### src/rtl/rtc_bus_pkg.sv
// Shared types and constants for the RTC multiplexed-bus burst engine.
package rtc_bus_pkg;

    // Bus sequencer states; one address and one data phase per element.
    typedef enum logic [3:0] {
        IDLE,
        A_SETUP,
        A_PULSE,
        A_HOLD,
        D_SETUP,
        D_PULSE,
        D_HOLD,
        GAP,
        DONE
    } rtc_state_e;

    // RTC register map: time/date block followed by the chrono block.
    localparam logic [7:0] RTC_ADDR_SECONDS    = 8'h21;
    localparam logic [7:0] RTC_ADDR_MINUTES    = 8'h22;
    localparam logic [7:0] RTC_ADDR_HOURS      = 8'h23;
    localparam logic [7:0] RTC_ADDR_DAY        = 8'h24;
    localparam logic [7:0] RTC_ADDR_MONTH      = 8'h25;
    localparam logic [7:0] RTC_ADDR_YEAR       = 8'h26;
    localparam logic [7:0] RTC_ADDR_CHRONO_SEC = 8'h27;
    localparam logic [7:0] RTC_ADDR_CHRONO_MIN = 8'h28;
    localparam logic [7:0] RTC_ADDR_CHRONO_HR  = 8'h29;
    localparam logic [7:0] RTC_ADDR_STATUS     = 8'h2A;

    // Levels of the control pins while the bus is idle (all inactive-high).
    localparam logic IDLE_CS  = 1'b1;
    localparam logic IDLE_RD  = 1'b1;
    localparam logic IDLE_WR  = 1'b1;
    localparam logic IDLE_A_D = 1'b1;

    // Larger of two phase lengths; used to size the shared phase timer.
    function automatic int max_int(input int a, input int b);
        return (a > b) ? a : b;
    endfunction

endpackage

### src/rtl/rtc_bus_engine_if.sv
// Command, status and RTC pin bundle between the controller and the engine.
interface rtc_bus_engine_if #(
    parameter int DATA_W  = 8,
    parameter int BURST_W = 4
);
    logic               start;
    logic               wr_nrd;
    logic [DATA_W-1:0]  base_addr;
    logic [BURST_W-1:0] burst_len;
    logic [DATA_W-1:0]  wr_data;
    logic               wr_data_req;
    logic [DATA_W-1:0]  rd_data;
    logic               rd_valid;
    logic [BURST_W-1:0] elem_index;
    logic               busy;
    logic               done;
    logic               A_D;
    logic               CS;
    logic               RD;
    logic               WR;
    logic [DATA_W-1:0]  bus_out;
    logic               bus_oe;
    logic [DATA_W-1:0]  bus_in;

    // Controller side: issues commands, supplies write data and bus readback.
    modport master (
        output start, wr_nrd, base_addr, burst_len, wr_data, bus_in,
        input  wr_data_req, rd_data, rd_valid, elem_index, busy, done,
        input  A_D, CS, RD, WR, bus_out, bus_oe
    );

    // Engine side.
    modport slave (
        input  start, wr_nrd, base_addr, burst_len, wr_data, bus_in,
        output wr_data_req, rd_data, rd_valid, elem_index, busy, done,
        output A_D, CS, RD, WR, bus_out, bus_oe
    );
endinterface

### src/rtl/rtc_phase_timer.sv
// Loadable down-counter with a zero flag, shared by every bus phase.
module rtc_phase_timer #(
    parameter int CNT_W = 2
) (
    input  logic             clk,
    input  logic             reset,
    input  logic             load,
    input  logic [CNT_W-1:0] load_val,
    output logic             zero
);
    logic [CNT_W-1:0] cnt_q;
    logic [CNT_W-1:0] cnt_d;

    // Load on phase entry, otherwise count down and park at zero.
    always_comb begin
        cnt_d = cnt_q;
        if (load) begin
            cnt_d = load_val;
        end else if (cnt_q != '0) begin
            cnt_d = cnt_q - CNT_W'(1);
        end
    end

    // Counter register.
    always_ff @(posedge clk or negedge reset) begin
        if (!reset) begin
            cnt_q <= '0;
        end else begin
            cnt_q <= cnt_d;
        end
    end

    assign zero = (cnt_q == '0);
endmodule

### src/rtl/rtc_bus_engine.sv
// Burst sequencer for the RTC multiplexed address/data bus. Every pin is a
// flop whose next value is decoded from the next state, so pins change
// together with the state and no input reaches a pin combinationally.
module rtc_bus_engine
    import rtc_bus_pkg::*;
#(
    parameter int DATA_W  = 8,
    parameter int T_SETUP = 2,
    parameter int T_PULSE = 4,
    parameter int T_HOLD  = 2,
    parameter int T_GAP   = 2,
    parameter int BURST_W = 4
) (
    input  logic             clk,
    input  logic             reset,
    rtc_bus_engine_if.slave  bus
);
    localparam int T_MAX = max_int(max_int(T_SETUP, T_PULSE), max_int(T_HOLD, T_GAP));
    localparam int CNT_W = (T_MAX > 1) ? $clog2(T_MAX) : 1;

    localparam logic [CNT_W-1:0] LD_SETUP = CNT_W'(T_SETUP - 1);
    localparam logic [CNT_W-1:0] LD_PULSE = CNT_W'(T_PULSE - 1);
    localparam logic [CNT_W-1:0] LD_HOLD  = CNT_W'(T_HOLD - 1);
    localparam logic [CNT_W-1:0] LD_GAP   = CNT_W'(T_GAP - 1);

    rtc_state_e         state_q, state_d;
    logic               wr_nrd_q, wr_nrd_d;
    logic [BURST_W-1:0] len_q, len_d;
    logic [DATA_W-1:0]  addr_q, addr_d;
    logic [BURST_W-1:0] idx_q, idx_d;

    logic               cs_q, cs_d;
    logic               rd_q, rd_d;
    logic               wr_q, wr_d;
    logic               a_d_q, a_d_d;
    logic               oe_q, oe_d;
    logic [DATA_W-1:0]  bus_out_q, bus_out_d;
    logic               busy_q, busy_d;
    logic               done_q, done_d;
    logic               rd_valid_q, rd_valid_d;
    logic [DATA_W-1:0]  rd_data_q, rd_data_d;
    logic               wr_data_req_q, wr_data_req_d;

    logic               tmr_load;
    logic [CNT_W-1:0]   tmr_val;
    logic               tmr_zero;

    rtc_phase_timer #(.CNT_W(CNT_W)) u_timer (
        .clk      (clk),
        .reset    (reset),
        .load     (tmr_load),
        .load_val (tmr_val),
        .zero     (tmr_zero)
    );

    // Next state, command latches and phase-timer reload.
    always_comb begin
        state_d  = state_q;
        wr_nrd_d = wr_nrd_q;
        len_d    = len_q;
        addr_d   = addr_q;
        idx_d    = idx_q;
        tmr_load = 1'b0;
        tmr_val  = '0;

        case (state_q)
            IDLE: begin
                if (bus.start && !busy_q) begin
                    wr_nrd_d = bus.wr_nrd;
                    len_d    = bus.burst_len;
                    addr_d   = bus.base_addr;
                    idx_d    = '0;
                    state_d  = (bus.burst_len == '0) ? DONE : A_SETUP;
                end
            end
            A_SETUP: if (tmr_zero) state_d = A_PULSE;
            A_PULSE: if (tmr_zero) state_d = A_HOLD;
            A_HOLD:  if (tmr_zero) state_d = D_SETUP;
            D_SETUP: if (tmr_zero) state_d = D_PULSE;
            D_PULSE: if (tmr_zero) state_d = D_HOLD;
            D_HOLD: begin
                if (tmr_zero) begin
                    state_d = (idx_q == len_q - BURST_W'(1)) ? DONE : GAP;
                end
            end
            GAP: begin
                if (tmr_zero) begin
                    addr_d  = addr_q + DATA_W'(1);
                    idx_d   = idx_q + BURST_W'(1);
                    state_d = A_SETUP;
                end
            end
            DONE:    state_d = IDLE;
            default: state_d = IDLE;
        endcase

        // Every transition enters a new phase, so reload the timer there.
        if (state_d != state_q) begin
            tmr_load = 1'b1;
            case (state_d)
                A_SETUP, D_SETUP: tmr_val = LD_SETUP;
                A_PULSE, D_PULSE: tmr_val = LD_PULSE;
                A_HOLD,  D_HOLD:  tmr_val = LD_HOLD;
                GAP:              tmr_val = LD_GAP;
                default:          tmr_val = '0;
            endcase
        end
    end

    // Pin and status values for the state being entered.
    always_comb begin
        cs_d          = IDLE_CS;
        rd_d          = IDLE_RD;
        wr_d          = IDLE_WR;
        a_d_d         = IDLE_A_D;
        oe_d          = 1'b0;
        bus_out_d     = '0;
        busy_d        = (state_d != IDLE);
        done_d        = (state_d == DONE);
        wr_data_req_d = (state_d == A_SETUP) && (state_q != A_SETUP) && wr_nrd_d;
        rd_valid_d    = (state_d == D_HOLD) && (state_q == D_PULSE) && !wr_nrd_d;
        rd_data_d     = rd_data_q;

        case (state_d)
            A_SETUP, A_PULSE, A_HOLD: begin
                cs_d      = 1'b0;
                a_d_d     = 1'b0;
                oe_d      = 1'b1;
                bus_out_d = addr_d;
                // The RTC latches the address on WR for both directions.
                wr_d      = (state_d != A_PULSE);
            end
            D_SETUP, D_PULSE, D_HOLD: begin
                cs_d  = 1'b0;
                a_d_d = 1'b1;
                if (wr_nrd_d) begin
                    oe_d      = 1'b1;
                    // Capture write data once, as the data phase opens.
                    bus_out_d = (state_q == A_HOLD) ? bus.wr_data : bus_out_q;
                    wr_d      = (state_d != D_PULSE);
                end else begin
                    rd_d      = (state_d != D_PULSE);
                end
            end
            default: begin
                cs_d = IDLE_CS;
            end
        endcase

        // Readback is taken at the end of the last strobe-low cycle.
        if (rd_valid_d) begin
            rd_data_d = bus.bus_in;
        end
    end

    // State, command and pin registers; reset releases the bus at once.
    always_ff @(posedge clk or negedge reset) begin
        if (!reset) begin
            state_q       <= IDLE;
            wr_nrd_q      <= 1'b0;
            len_q         <= '0;
            addr_q        <= '0;
            idx_q         <= '0;
            cs_q          <= IDLE_CS;
            rd_q          <= IDLE_RD;
            wr_q          <= IDLE_WR;
            a_d_q         <= IDLE_A_D;
            oe_q          <= 1'b0;
            bus_out_q     <= '0;
            busy_q        <= 1'b0;
            done_q        <= 1'b0;
            rd_valid_q    <= 1'b0;
            rd_data_q     <= '0;
            wr_data_req_q <= 1'b0;
        end else begin
            state_q       <= state_d;
            wr_nrd_q      <= wr_nrd_d;
            len_q         <= len_d;
            addr_q        <= addr_d;
            idx_q         <= idx_d;
            cs_q          <= cs_d;
            rd_q          <= rd_d;
            wr_q          <= wr_d;
            a_d_q         <= a_d_d;
            oe_q          <= oe_d;
            bus_out_q     <= bus_out_d;
            busy_q        <= busy_d;
            done_q        <= done_d;
            rd_valid_q    <= rd_valid_d;
            rd_data_q     <= rd_data_d;
            wr_data_req_q <= wr_data_req_d;
        end
    end

    assign bus.CS          = cs_q;
    assign bus.RD          = rd_q;
    assign bus.WR          = wr_q;
    assign bus.A_D         = a_d_q;
    assign bus.bus_oe      = oe_q;
    assign bus.bus_out     = bus_out_q;
    assign bus.busy        = busy_q;
    assign bus.done        = done_q;
    assign bus.rd_valid    = rd_valid_q;
    assign bus.rd_data     = rd_data_q;
    assign bus.wr_data_req = wr_data_req_q;
    assign bus.elem_index  = idx_q;
endmodule
### src/flat_wrapper.sv
// flat-port wrapper written by rule: the top's interface ports become plain ports
module rtc_bus_engine_flat import rtc_bus_pkg::*;
#(
    parameter int DATA_W  = 8,
    parameter int T_SETUP = 2,
    parameter int T_PULSE = 4,
    parameter int T_HOLD  = 2,
    parameter int T_GAP   = 2,
    parameter int BURST_W = 4
)
  (clk, reset, bus_start, bus_wr_nrd, bus_base_addr, bus_burst_len, bus_wr_data, bus_bus_in, bus_wr_data_req, bus_rd_data, bus_rd_valid, bus_elem_index, bus_busy, bus_done, bus_A_D, bus_CS, bus_RD, bus_WR, bus_bus_out, bus_bus_oe);
  rtc_bus_engine_if #(.DATA_W(DATA_W), .BURST_W(BURST_W)) bus_i ();
  input  logic clk;
  input  logic reset;
  input wire logic [$bits(bus_i.start)-1:0] bus_start;
  input wire logic [$bits(bus_i.wr_nrd)-1:0] bus_wr_nrd;
  input wire logic [$bits(bus_i.base_addr)-1:0] bus_base_addr;
  input wire logic [$bits(bus_i.burst_len)-1:0] bus_burst_len;
  input wire logic [$bits(bus_i.wr_data)-1:0] bus_wr_data;
  input wire logic [$bits(bus_i.bus_in)-1:0] bus_bus_in;
  output wire logic [$bits(bus_i.wr_data_req)-1:0] bus_wr_data_req;
  output wire logic [$bits(bus_i.rd_data)-1:0] bus_rd_data;
  output wire logic [$bits(bus_i.rd_valid)-1:0] bus_rd_valid;
  output wire logic [$bits(bus_i.elem_index)-1:0] bus_elem_index;
  output wire logic [$bits(bus_i.busy)-1:0] bus_busy;
  output wire logic [$bits(bus_i.done)-1:0] bus_done;
  output wire logic [$bits(bus_i.A_D)-1:0] bus_A_D;
  output wire logic [$bits(bus_i.CS)-1:0] bus_CS;
  output wire logic [$bits(bus_i.RD)-1:0] bus_RD;
  output wire logic [$bits(bus_i.WR)-1:0] bus_WR;
  output wire logic [$bits(bus_i.bus_out)-1:0] bus_bus_out;
  output wire logic [$bits(bus_i.bus_oe)-1:0] bus_bus_oe;
  assign bus_i.start = bus_start;
  assign bus_i.wr_nrd = bus_wr_nrd;
  assign bus_i.base_addr = bus_base_addr;
  assign bus_i.burst_len = bus_burst_len;
  assign bus_i.wr_data = bus_wr_data;
  assign bus_i.bus_in = bus_bus_in;
  assign bus_wr_data_req = bus_i.wr_data_req;
  assign bus_rd_data = bus_i.rd_data;
  assign bus_rd_valid = bus_i.rd_valid;
  assign bus_elem_index = bus_i.elem_index;
  assign bus_busy = bus_i.busy;
  assign bus_done = bus_i.done;
  assign bus_A_D = bus_i.A_D;
  assign bus_CS = bus_i.CS;
  assign bus_RD = bus_i.RD;
  assign bus_WR = bus_i.WR;
  assign bus_bus_out = bus_i.bus_out;
  assign bus_bus_oe = bus_i.bus_oe;
  rtc_bus_engine #(.DATA_W(DATA_W), .T_SETUP(T_SETUP), .T_PULSE(T_PULSE), .T_HOLD(T_HOLD), .T_GAP(T_GAP), .BURST_W(BURST_W)) u_core (.clk(clk), .reset(reset), .bus(bus_i));
endmodule
### config.mk
export PLATFORM = sky130hd
export DESIGN_NAME = rtc_bus_engine_flat
export DESIGN_NICKNAME = d
export VERILOG_FILES = /design/src/rtl/rtc_bus_pkg.sv /design/src/rtl/rtc_bus_engine_if.sv /design/src/rtl/rtc_phase_timer.sv /design/src/rtl/rtc_bus_engine.sv /design/src/flat_wrapper.sv
export SDC_FILE = /design/constraint.sdc
export NUM_CORES = 1
export LEC_CHECK = 0
export BUFFER_PORTS_ARGS = -buffer_cell sky130_fd_sc_hd__buf_4
export CORE_MARGIN = 8
export CORE_UTILIZATION = 58
export CTS_BUF_LIST = sky130_fd_sc_hd__clkbuf_4 sky130_fd_sc_hd__clkbuf_8 sky130_fd_sc_hd__clkbuf_16
export DETAILED_ROUTE_END_ITERATION = 8
export GPL_TIMING_DRIVEN = 0
export PLACE_DENSITY = 0.85
export SLEW_MARGIN = 5
export SYNTH_ARGS = -nofsm -noshare
export SYNTH_HDL_FRONTEND = slang
export SYNTH_SLANG_ARGS = --single-unit
### constraint.sdc
create_clock -name clk -period 5.35 [get_ports clk]
set_input_delay 0.8025 -clock clk [delete_from_list [all_inputs] [get_ports clk]]
set_output_delay 0.8025 -clock clk [all_outputs]
set_load 0.02 [all_outputs]
After elaboration in Yosys (flattened, before gate mapping):

Cells that the tools add are included.
Widths: inputs -> output; s select.

* register bits: 48
* bits of input ports: 32
* output and inout bits: 29

* reduce and logical (&&, ||, !) cells: 21
* eq/ne operators: 23
* multiplexer cells: 35
* add/subtract/negate cells: 4

Operators with widths (count)
* $mux 4: 12
* $eq 4x3->1 const B: 8
* $mux 8: 4
* $pmux 4 s8: 1
* $pmux 8 s2: 2
* $eq 4x2->1 const B: 4
* $mux 1: 9
* $add 8x1->8 const B: 1
* $eq 4x1->1 const B: 2
* $logic_not 4->1: 2
* $pmux 4 s2: 1
* $mux 2: 3
* $reduce_bool 2->1: 3
* $reduce_or 3->1: 2
* $reduce_or 6->1: 1
* $logic_and 1x1->1: 5
* $reduce_or 5->1: 1
* $add 4x1->4 const B: 1
* $eq 4x4->1: 1
* $eq 4x4->1 const B: 1
* $ne 2x1->1 const B: 2
* $ne 4x1->1 const B: 1
* $ne 4x2->1 const B: 1
* $ne 4x3->1 const B: 1
* 12 further kinds: 14

Longest topological paths before layout:

* word-level depth: 10
* gate-level depth with buffers: 10
* depth with buffers taken out: 9

By module:

A second synthesis with hierarchy kept.

* cell total of the unflattened synthesis: 225
* area total of the unflattened synthesis: 2503.7 um^2

By module, submodules not included
* rtc_bus_engine: times used 1, sequential area each 1156.1 um^2, cells each 213, area an instance 2389.8 um^2
* rtc_phase_timer: times used 1, sequential area each 50.0 um^2, cells each 12, area an instance 113.9 um^2

Least setup slack after synthesis:

OpenSTA, ideal clock, no wires.

* path kind: in2reg
* start: input port bus_burst_len[1]
* end: register u_core.rd_data_q[0], in the netlist u_core.bus.rd_data[0]
* setup time: 125 ps
* stages on the path: 7
* arrival: 2668 ps
* data required time: 5225 ps
* buffers on the path: 1
* path slack: 2557 ps
* cells stage by stage: nor4_2 > nor4_1 > or3_1 > or2_1 > buf_6 > nor3_4 > mux2_2

* word-level cells in the longest chain between the ends: 7

Ends and longest elaborated chain
* start, declared: RTL line flat_wrapper.sv:18 `input wire logic [$bits(bus_i.burst_len)-1:0] bus_burst_len;`
* $logic_not 4->1: RTL line rtc_bus_engine.sv:73 `state_d = (bus.burst_len == '0) ? DONE : A_SETUP;`
* $mux 4: RTL line rtc_bus_engine.sv:73
* $mux 4: RTL line rtc_bus_engine.sv:68 `if (bus.start && !busy_q) begin`
* $pmux 4 s8: RTL line rtc_bus_engine.sv:66 `case (state_q)`
* named net u_core.state_d[0]: RTL line rtc_bus_engine.sv:26 `rtc_state_e state_q, state_d;`
* $eq 4x3->1: RTL line rtc_bus_engine.sv:121 `rd_valid_d = (state_d == D_HOLD) && (state_q == D_PULSE) && !wr_nrd_d;`
* $logic_and 1x1->1 (2 in series): RTL line rtc_bus_engine.sv:121
* named net u_core.rd_valid_d: RTL line rtc_bus_engine.sv:40 `logic rd_valid_q, rd_valid_d;`
* end signal, assigned: RTL line rtc_bus_engine.sv:190 `rd_data_q <= rd_data_d;`
* end, declared: RTL line rtc_bus_engine.sv:41 `logic [DATA_W-1:0] rd_data_q, rd_data_d;`

The timed path passes the listed nets, and every way through them passes these cells.
A chain may end at the register's enable or synchronous reset.

Worst setup path after layout:

* start: register u_core.u_timer.cnt_q[0]
* end: register u_core.bus_out_q[0], in the netlist u_core.bus.bus_out[0]

* word-level cells in the longest chain between the ends: 6

Ends and longest elaborated chain
* start, declared: RTL line rtc_phase_timer.sv:11 `logic [CNT_W-1:0] cnt_q;`
* start signal, assigned: RTL line rtc_phase_timer.sv:29 `cnt_q <= cnt_d;`
* $logic_not 2->1 *: RTL line rtc_phase_timer.sv:33 `assign zero = (cnt_q == '0);`
* $mux 4, or another cell as far along: RTL line rtc_bus_engine.sv:87 `if (tmr_zero) begin`
* $pmux 4 s8 *: RTL line rtc_bus_engine.sv:66
* named net u_core.state_d[1]: RTL line rtc_bus_engine.sv:26
* $eq 4x3->1, or another cell as far along: RTL line rtc_bus_engine.sv:124 `case (state_d)`
* $reduce_or 3->1 (on tied branches)
* $pmux 8 s2 / $ne 3x3->1 (equally long branches)
* end signal, assigned: RTL line rtc_bus_engine.sv:186 `bus_out_q <= bus_out_d;`
* end, declared: RTL line rtc_bus_engine.sv:37 `logic [DATA_W-1:0] bus_out_q, bus_out_d;`

Mark *: on every way through the listed nets, which the timed path passes. The rest lies on a longest branch.

==> flow_metrics.tcl <==
set metrics [dict create \
    worst_reg2reg_path_length_in_cells 9 \
    critPathArrivalTime_ns 3.52 \
    finish.net_count 364 \
    synth_most_common_cell "sky130_fd_sc_hd__dfrtp_1" \
    postSynthCellCount 261 \
    drtIter0Drc 161 \
    regToRegStartpoint "u_core.u_timer.cnt_q[0]" \
    synth_edf_count 0 \
    drtAntennaViolNets 0 \
    route.met2.wl_um 3090 \
    holdCritPathClass "input pin to async pin" \
    p_switching_uw 842 \
    utilization_after_layout 0.739 \
    filler_cell_count 326 \
    power.switching_fraction 0.445 \
    skew_ns 0.00612 \
    cts.path.max_buffers 2 \
    wl_per_cell_um 17.1 \
    max_freq_mhz 297 \
    via_count 2246 \
    worstSetupPathType "register to register" \
    fp.coreArea_um2 4350 \
    floorplan.initialDensity 0.599 \
    grt_max_degree 49 \
    dp_hpwl_um 4900 \
    power.density_cell_area_nw_per_um2 589 \
    setup.worst_path.start "u_core.u_timer.cnt_q[0]" \
    wl_met1_um 2770 \
    worst_slew_pin_slew_ns 0.858 \
    path_delay_family "compound AO/OA/AOI/OAI gates" \
    crit_path_cell_trace "inv_1 > ha_1 > clkbuf_1 > nand3b_1 > nand3_1 > o41ai_2 > inv_1 > o21bai_1 > o22ai_1" \
    status "complete, no violations" \
    report.final.setup_viol 0 \
    drive_above_1_share 0.286 \
    syn-num-nets 297 \
    grt.total_usage 0.196 \
    cts_root_buffer "sky130_fd_sc_hd__clkbuf_8" \
    start_kind "register" \
    grt_antenna_before_repair 0 \
    asyncSetResetFlopFracSynth 1.00 \
    first_pass_grt_wire_length_um 11500 \
    synth-seq-cells 48 \
    yosys_warnings 0 \
    synth-seq-area-share 0.462 \
    synth_top_flop_cell "sky130_fd_sc_hd__dfrtp_1" \
    clock_tree_from_tritoncts "built" \
    number_of_global_route_vias_before_repair 2366 \
    finalWirelength_um 6500 \
    timing.critical_path.buf_inv 3 \
    hold_viol_final 0 \
    worst_path_largest_cell_delay_ns 0.73 \
    cp.required_ns 5.50 \
    cts_buffers 5 \
    cts_setup_buffers 0 \
    vdd.ir_drop.worst_mv 0.335 \
    combinationalPowerShare 0.559 \
    netlist_area_um2 2610 \
    normalized_max_slew_margin 0.427 \
    clkSlewWorstSetupHoldPaths_ns 0.09 \
    maxUsedRoutingLayer "met4" \
    drt_first_pass_iters 4 \
    report.final.slew_viol_count 0 \
    max_capacitance_violation_count 0 \
    antenna-diode-count 0 \
    area_enclosed_by_the_die_boundary_um2 6900 \
    setup.worst_path.end_class "register" \
    static-leakage-power_nw 1.47 \
    largest_fanout_on_the_critical_path 10 \
    cts.sinks 48 \
    fin_crit_sh 0.629 \
    ios 61 \
    yosys.cell_types.count 56 \
    place_congestion 0.919 \
    hold_buffers 0 \
    setup-tns-final_ns 0 \
    avgViaCountPerCell 5.90 \
    grt_overflow_total 0 \
    final.min_clock_period_ns 3.36 \
    critical_path.most_common_cell "sky130_fd_sc_hd__inv_1" \
    regToRegSetupSlack_ns 1.99 \
    internal_dissipation_mw 1.05 \
    h-tree-depth 2 \
    pwr-share-seq 0.325 \
    worst_r2r_endpoint "u_core.bus.bus_out[0]" \
    synthesis_to_layout_area_growth_pct 23.3 \
    dieHeight_um 83.1 \
    die_w_um 83.1 \
    synth_area_per_cell_um2 10.0 \
    dr_wl_met3_um 564 \
    synth_top_cell_by_area "sky130_fd_sc_hd__dfrtp_1" \
    detail_route.drc_violations 0 \
    rsz0062_at_grt "false" \
    yosysTopAreaCellShare 0.422 \
    placement_rows 24 \
    post_cts_resize_count 0 \
    synth_top_cells_by_area "sky130_fd_sc_hd__dfrtp_1, sky130_fd_sc_hd__mux2_2, sky130_fd_sc_hd__dfstp_2, sky130_fd_sc_hd__mux2i_1, sky130_fd_sc_hd__nand2_1" \
    synth_commonest_cells "sky130_fd_sc_hd__dfrtp_1, sky130_fd_sc_hd__nand2_1, sky130_fd_sc_hd__inv_1" \
    power.clock.fraction 0.116 \
    worst_skew_pair.late_latency_ns 0.31 \
    io_buffer_count 60 \
    slowest_stage "sky130_fd_sc_hd__o21bai_1" \
]
[through the flow]
stage	instances	setup WS, ns	cell area (µm²)	hold slack [ns]	power [mW]
detailed placement	373	2.10	3120	0.502	1.67
floorplan	261	2.56	2610	0.494	1.34
CTS	381	1.98	3220	0.512	1.90
global placement	373	2.15	3120	0.491	1.64
finish	381	1.99	3220	0.487	1.89
global route	381	1.70	3220	0.543	2.04
[cell usage in the layout, fill, tap and decap left out, types with 5 or more instances in the layout]
cell / n
sky130_fd_sc_hd__buf_4: 60
sky130_fd_sc_hd__dfrtp_1: 44
sky130_fd_sc_hd__nand2_1: 22
sky130_fd_sc_hd__inv_1: 15
sky130_fd_sc_hd__a21oi_1: 14
sky130_fd_sc_hd__nor2_1: 13
sky130_fd_sc_hd__mux2_2: 11
sky130_fd_sc_hd__clkbuf_1: 10
sky130_fd_sc_hd__o21ai_0: 10
sky130_fd_sc_hd__mux2i_1: 9
sky130_fd_sc_hd__xor2_1: 8
sky130_fd_sc_hd__o22ai_1: 8
sky130_fd_sc_hd__nor3_1: 7
sky130_fd_sc_hd__nand3_1: 6
sky130_fd_sc_hd__and2_1: 6
sky130_fd_sc_hd__clkbuf_8: 5
[sequential cells by signal (all words and copies together), names as in the netlist, 2 cells and up]
| signal | cells |
|---|---|
| u_core.state_q | 4 |
| u_core.len_q | 4 |
| u_core.u_timer.cnt_q | 2 |
| u_core.addr_q | 8 |
| u_core.bus.elem_index | 4 |
| u_core.bus.rd_data | 8 |
| u_core.bus.bus_out | 8 |
[per-layer routing]
metal / vias up / global-route usage
met1: 1070 / 0.243
met4: 0 / 0.0463
met2: 92 / 0.311
met5: - / 0
met3: 8 / 0.0752
li1: 1076 / -
[power groups by stage]
stage	clock network [mW]	logic [mW]	registers [mW]
floorplan	0	0.641	0.702
global placement	0	1.03	0.612
detailed placement	0	1.05	0.620
CTS	0.225	1.06	0.615
global route	0.239	1.17	0.636
finish	0.220	1.06	0.616
[how the worst max path moves through the flow]
stage / to / slack (ns) / cells past startpoint
2_1_floorplan: u_core.bus.rd_data[0] / 2.56 / 7
3_3_place_gp: u_core.bus.rd_data[0] / 2.15 / 8
3_5_place_dp: u_core.bus.bus_out[7] / 2.10 / 9
4_1_cts: u_core.bus.bus_out[0] / 1.98 / 9
5_1_grt: u_core.bus.bus_out[0] / 1.70 / 9
6_report: u_core.bus.bus_out[0] / 1.99 / 9
[cell families (layout without fill, tap and decap cells)]
family,count (synthesis),in the layout,synth area share
xor gates and xnor gates,12,12,0.0403
adders and majority gates,4,4,0.0192
DFF,48,48,0.462
AOI/OAI and AO/OA,58,58,0.154
muxes,20,20,0.0820
buffers and inverters,30,98,0.0470
and+or+nand+nor,89,89,0.195
[final cells by class]
cell class / instances / area [µm²] / share of cell area
Clock buffer: 5 / 68.8 / 0.0214
Buffer: 15 / 66.3 / 0.0206
Inverter: 15 / 56.3 / 0.0175
Clock inverter: 3 / 23.8 / 0.00739
Sequential cell: 48 / 1210 / 0.375
Multi-Input combinational cell: 183 / 1280 / 0.398
Timing Repair Buffer: 60 / 450 / 0.140
Tap cell: 52 / 65.1 / 0.0202
Note: power is estimated with default switching activity, not from simulation.
